`config.mk`:
```
export PLATFORM = sky130hd
export DESIGN_NAME = uart_tx_toggle
export DESIGN_NICKNAME = d
export VERILOG_FILES = /design/src/rtl/uart_tx_pkg.sv /design/src/rtl/uart_byte_fifo.sv /design/src/rtl/uart_tx_toggle.sv
export SDC_FILE = /design/constraint.sdc
export NUM_CORES = 1
export LEC_CHECK = 0
export BUFFER_PORTS_ARGS = -buffer_cell sky130_fd_sc_hd__buf_4
export CAP_MARGIN = 20
export CORE_ASPECT_RATIO = 0.9
export CORE_MARGIN = 3
export CORE_UTILIZATION = 53
export CTS_BUF_LIST = sky130_fd_sc_hd__clkbuf_4
export CTS_CLUSTER_SIZE = 24
export DETAILED_ROUTE_END_ITERATION = 7
export PLACE_DENSITY = 0.73
export SYNTH_ARGS = -nofsm -noshare
export SYNTH_HDL_FRONTEND = slang
export SYNTH_SLANG_ARGS = --single-unit
export TNS_END_PERCENT = 10
```
`constraint.sdc`:
```
create_clock -name clk_40M -period 2.7 [get_ports clk_40M]
set_input_delay 0.675 -clock clk_40M [delete_from_list [all_inputs] [get_ports clk_40M]]
set_output_delay 0.675 -clock clk_40M [all_outputs]
set_load 0.05 [all_outputs]
```
`src/rtl/uart_tx_pkg.sv`:
```
// Shared types and helpers for the toggle-strobed UART transmitter.
// Defining UART_TX_PARITY_EN adds an even-parity bit to every frame.
package uart_tx_pkg;

    typedef enum logic [2:0] {
        StIdle,
        StStart,
        StData,
        StParity,
        StStop
    } state_e;

    // Clocks per bit, rounded to nearest.
    function automatic int unsigned calc_div(input int unsigned clk_hz, input int unsigned baud);
        return (clk_hz + baud / 2) / baud;
    endfunction

`ifdef UART_TX_PARITY_EN
    localparam int unsigned FRAME_BITS = 11;
`else
    localparam int unsigned FRAME_BITS = 10;
`endif

endpackage

```
`src/rtl/uart_byte_fifo.sv`:
```
// First-word-fall-through byte buffer, DEPTH x 8 (DEPTH a power of 2).
// Ignores push when full without pop and pop when empty; overflow reporting lives in the parent.
module uart_byte_fifo #(
    parameter int unsigned DEPTH = 8
) (
    input  logic                     clk,
    input  logic                     rst_n,
    input  logic                     push,
    input  logic                     pop,
    input  logic [7:0]               din,
    output logic [7:0]               dout,
    output logic [$clog2(DEPTH):0]   level,
    output logic                     full,
    output logic                     empty
);

    localparam int unsigned AW = $clog2(DEPTH);
    localparam logic [AW:0] FULL_LVL = (AW + 1)'(DEPTH);

    logic [7:0]    mem [DEPTH];
    logic [AW-1:0] wptr_q, rptr_q;
    logic [AW:0]   count_q;
    logic          wr, rd;

    assign full  = (count_q == FULL_LVL);
    assign empty = (count_q == '0);
    assign wr    = push & (~full | pop);
    assign rd    = pop & ~empty;
    assign dout  = mem[rptr_q];
    assign level = count_q;

    always_ff @(posedge clk) begin
        if (wr) begin
            mem[wptr_q] <= din;
        end
    end

    always_ff @(posedge clk) begin
        if (!rst_n) begin
            wptr_q  <= '0;
            rptr_q  <= '0;
            count_q <= '0;
        end else begin
            if (wr) begin
                wptr_q <= wptr_q + 1'b1;
            end
            if (rd) begin
                rptr_q <= rptr_q + 1'b1;
            end
            count_q <= count_q + (AW + 1)'(wr) - (AW + 1)'(rd);
        end
    end

endmodule

```
`src/rtl/uart_tx_toggle.sv`:
```
// Toggle-strobed byte capture into a FIFO, shifted out 8N1 LSB first (8E1 when
// UART_TX_PARITY_EN is defined). Frames go back to back while the buffer holds data.
module uart_tx_toggle
    import uart_tx_pkg::*;
#(
    parameter int unsigned CLK_HZ = 40000000,
    parameter int unsigned BAUD   = 115200,
    parameter int unsigned DEPTH  = 8
) (
    input  logic                   clk_40M,
    input  logic                   rst_n,
    input  logic [7:0]             txd_in,
    input  logic                   uart_en,
    output logic                   txd,
    output logic                   busy,
    output logic                   ovf,
    output logic [$clog2(DEPTH):0] level
);

    localparam int unsigned DIV = calc_div(CLK_HZ, BAUD);
    localparam int unsigned CW  = $clog2(DIV);
    localparam int unsigned LW  = $clog2(DEPTH) + 1;

`ifdef UART_TX_PARITY_EN
    localparam state_e AfterData = StParity;
`else
    localparam state_e AfterData = StStop;
`endif

    logic          en_q;
    logic          push, push_ok, pop;
    logic [7:0]    dout;
    logic [LW-1:0] fifo_level, level_d;
    logic          full, empty;

    state_e        state_q, state_d;
    logic [CW-1:0] baud_q;
    logic          baud_end;
    logic [2:0]    bit_q;
    logic [7:0]    sh_q;
    logic          par_q;
    logic          txd_d, txd_q, busy_q, ovf_q;

    // Loaded in reset too, so releasing reset never looks like a toggle.
    always_ff @(posedge clk_40M) begin
        en_q <= uart_en;
    end

    assign push     = uart_en ^ en_q;
    assign push_ok  = push & (~full | pop);
    assign level_d  = fifo_level + LW'(push_ok) - LW'(pop);
    assign baud_end = (baud_q == CW'(DIV - 1));

    uart_byte_fifo #(
        .DEPTH (DEPTH)
    ) u_fifo (
        .clk   (clk_40M),
        .rst_n (rst_n),
        .push  (push),
        .pop   (pop),
        .din   (txd_in),
        .dout  (dout),
        .level (fifo_level),
        .full  (full),
        .empty (empty)
    );

    always_ff @(posedge clk_40M) begin
        if (!rst_n) begin
            state_q <= StIdle;
        end else begin
            state_q <= state_d;
        end
    end

    always_comb begin
        state_d = state_q;
        pop     = 1'b0;
        unique case (state_q)
            StIdle: begin
                if (!empty) begin
                    pop     = 1'b1;
                    state_d = StStart;
                end
            end
            StStart:  if (baud_end) state_d = StData;
            StData:   if (baud_end && bit_q == 3'd7) state_d = AfterData;
            StParity: if (baud_end) state_d = StStop;
            StStop: begin
                if (baud_end) begin
                    if (!empty) begin
                        pop     = 1'b1;
                        state_d = StStart;
                    end else begin
                        state_d = StIdle;
                    end
                end
            end
            default: state_d = StIdle;
        endcase
    end

    always_comb begin
        txd_d = 1'b1;
        unique case (state_q)
            StStart:  txd_d = 1'b0;
            StData:   txd_d = sh_q[0];
            StParity: txd_d = par_q;
            default:  txd_d = 1'b1;
        endcase
    end

    always_ff @(posedge clk_40M) begin
        if (!rst_n) begin
            baud_q <= '0;
            bit_q  <= '0;
            sh_q   <= '0;
            par_q  <= 1'b0;
            txd_q  <= 1'b1;
            busy_q <= 1'b0;
            ovf_q  <= 1'b0;
        end else begin
            // Restart on every state change and at each bit boundary.
            if (state_d != state_q || baud_end || state_q == StIdle) begin
                baud_q <= '0;
            end else begin
                baud_q <= baud_q + 1'b1;
            end
            if (state_q != StData) begin
                bit_q <= '0;
            end else if (baud_end) begin
                bit_q <= bit_q + 3'd1;
            end
            if (pop) begin
                sh_q  <= dout;
                par_q <= ^dout;
            end else if (state_q == StData && baud_end) begin
                sh_q <= {1'b0, sh_q[7:1]};
            end
            txd_q  <= txd_d;
            busy_q <= (state_d != StIdle) || (level_d != '0);
            if (push && full && !pop) begin
                ovf_q <= 1'b1;
            end
        end
    end

    assign txd   = txd_q;
    assign busy  = busy_q;
    assign ovf   = ovf_q;
    assign level = fifo_level;

endmodule

```
==> results.json <==
{
  "status": "complete, no violations",
  "cts_tree": "built",
  "reg2regPathDepth": 12,
  "grt_pass1_vias": 2269,
  "finalWeightedCongestion": 0.7550,
  "rows": 30,
  "ys_ff_latch": 105,
  "critPathMaxFanout": 5,
  "final_antenna_net_count": 0,
  "hold_depth": 1,
  "drc": 0,
  "ys.flop_type": "edfxtp_1",
  "synth_compound_area_share_pct": 4.174,
  "antenna_cells": 0,
  "root_buffer": "clkbuf_4",
  "fin_setup_tns_ns": 0,
  "place_area_um2": 4642,
  "r2r_end": "busy",
  "holdPathEnd": "en_q",
  "antenna_found_initial": 0,
  "synthMuxAreaShare_pct": 12.98,
  "cts.htree.levels": 3,
  "synth_xor_area_share_pct": 5.153,
  "ios": 18,
  "min_period_ns": 2.535,
  "fin_ws_ns": 0.1649,
  "insertion_delay_ns": 0.46,
  "syn2layout_area_growth_pct": 10.36,
  "drt_iter0_markers": 87,
  "power_density_nw_per_um2": 856.4,
  "fin_nets": 352,
  "viasPerCell": 5.552,
  "cts.sinks": 105,
  "port_buffers": 17,
  "ys_types": 41,
  "r2r_slack_ns": 0.16,
  "dp_slack_ns": 0.1197,
  "worst_ir_drop_vdd_mv": 0.4204,
  "grt_pass1_wl_um": 11560,
  "async_reset_ff_share_pct": 0,
  "synth_edf_count": 64,
  "leakagePower_nw": 1.703,
  "total_power_mw": 4.108,
  "die_w_um": 101.5,
  "hold_buffers": 0,
  "dieArea_um2": 9326,
  "tightest_slew_ns": 0.9243,
  "drv_slew": 0,
  "hold_slack_ns": 0.3390,
  "worst-setup-path-type": "reg -> reg",
  "synth_fa_ha_area_share_pct": 3.166,
  "die_h_um": 91.92,
  "first_pass_iters": 4,
  "dpl.hpwl_um": 4863,
  "worstHoldStart": "uart_en",
  "setup_viol": 0,
  "post-cts-setup-buffers": 0,
  "synth.net_count": 320,
  "vias": 2393,
  "max_freq_ghz": 0.3945,
  "wl_um": 7286,
  "overflow": 0,
  "skew_ns": 0.02875,
  "cts_resized": 0,
  "synth_top_family_by_area": "multiplexers",
  "synthCells": 298,
  "wl_per_cell_um": 16.90,
  "yosysWarnings": 0,
  "rr_startpoint": "baud_q[0]",
  "synthesis.area_um2": 4347,
  "cts_buffer_depth": 2,
  "drive_above_1_share_pct": 17.91,
  "endpoint_kind": "register",
  "fillers": 582,
  "maxCapViolCount": 0,
  "syn_avg_cell_area_um2": 14.59,
  "grtUsageTotal_pct": 16.70,
  "cp-start-kind": "register",
  "synth_simple_gate_area_share_pct": 9.413,
  "path_clk_slew_ns": 0.18,
  "relSlewSlack_pct": 37.58,
  "rsz0062_at_grt": "no",
  "min_path_type": "in -> reg",
  "finalCritPeriodShare_pct": 93.89,
  "crit_arrival_ns": 2.90,
  "core-area_um2": 7770,
  "yosysSeqAreaShare_pct": 63.10,
  "required_ns": 3.06,
  "grt_max_degree": 23,
  "initial_core_util_pct": 55.94,
  "finalHoldViolCount": 0,
  "cts_made_buffers": 9,
  "fin_area_um2": 4797
}
## area by class of cell
type / instances / area [um2] / share of cell area, %
tap: 96 / 120.1 / 2.504
timing repair buffer: 33 / 247.7 / 5.164
multi-input combinational: 177 / 1524 / 31.77
clock inverter: 7 / 80.08 / 1.669
inverter: 4 / 15.01 / 0.3130
sequential: 105 / 2743 / 57.17
clock buffer: 9 / 67.56 / 1.408
## per-layer routing
| layer | global-route usage [%] | routed length (um) | vias to the layer above |
|---|---|---|---|
| li1 | - | - | 1177 |
| met1 | 23.54 | 3354 | 1162 |
| met2 | 25.27 | 3561 | 52 |
| met3 | 4.335 | 336 | 2 |
| met4 | 5.537 | 34 | 0 |
| met5 | 0 | 0 | - |
## flip-flops by register name, summed over array words and instances, names as in the netlist, 3 cells and up, named ones only
signal         cells
u_fifo.mem        64
baud_q             9
sh_q               8
u_fifo.level       4
bit_q              3
state_q            3
u_fifo.rptr_q      3
u_fifo.wptr_q      3
## layout by cell type, fill, tap and decap left out, drive strengths merged, types with 10 or more instances in the layout
cell / n
ha: 11
xnor2: 10
nand2: 16
buf: 33
xor2: 13
dfxtp: 41
a21oi: 11
mux4: 16
nor2: 34
edfxtp: 64
## power by group
part | internal (mW) | switching, mW
clock | 0.223 | 0.557
sequential | 1.88 | 0.138
combinational | 0.638 | 0.677
## critical path, cell delays in order, from the launching register on
cell,delay [ns]
dfxtp_1,0.44
inv_1,0.06
ha_1,0.19
nand4b_1,0.11
o21ai_0,0.11
a21o_1,0.20
and2_1,0.17
ha_1,0.20
ha_1,0.21
xor2_2,0.21
xnor2_1,0.14
nand4_1,0.10
o41a_1,0.32
## per-stage QoR
stage                     util, %  std cells
final                       61.74        431
after global routing        61.74        431
after CTS                   61.64        431
after detailed placement    59.74        415
after global placement      59.74        415
after floorplan                 -        298
## worst max path at each step
stage,startpoint,end,slack [ns],cells past startpoint
floorplan,baud_q[0],busy,0.02,13
global placement,baud_q[0],busy,0.20,12
detailed placement,baud_q[0],busy,0.12,12
CTS,baud_q[0],busy,0.1,12
global route,baud_q[0],busy,0.005,12
finish,baud_q[0],busy,0.16,12
## cell usage after synthesis, types with 3 or more instances
master	number	area [um2]
clkbuf_1	7	26.28
nand2_1	16	60.06
mux2i_1	8	80.08
nand3_1	8	40.04
inv_1	4	15.01
or3b_2	3	26.28
nand2b_1	6	37.54
and2_1	4	25.02
a22oi_1	3	22.52
nor2_1	34	127.6
edfxtp_1	64	1922
ha_1	11	137.6
xnor2_1	10	87.58
buf_2	3	15.01
mux4_1	15	394.1
a211oi_1	4	30.03
nor3_1	4	20.02
mux2_2	4	45.04
xor2_1	13	113.9
a21oi_1	11	55.05
dfxtp_1	41	820.8
## cell families (layout without fill, tap and decap cells)
family | count (synthesis) | after routing
AOI/OAI and AO/OA | 28 | 28
buffers and inverters | 16 | 53
DFF | 105 | 105
and+or+nand+nor | 85 | 85
muxes | 29 | 29
adders and majority gates | 11 | 11
xor gates and xnor gates | 24 | 24
Power figures use the tool's default switching activity.
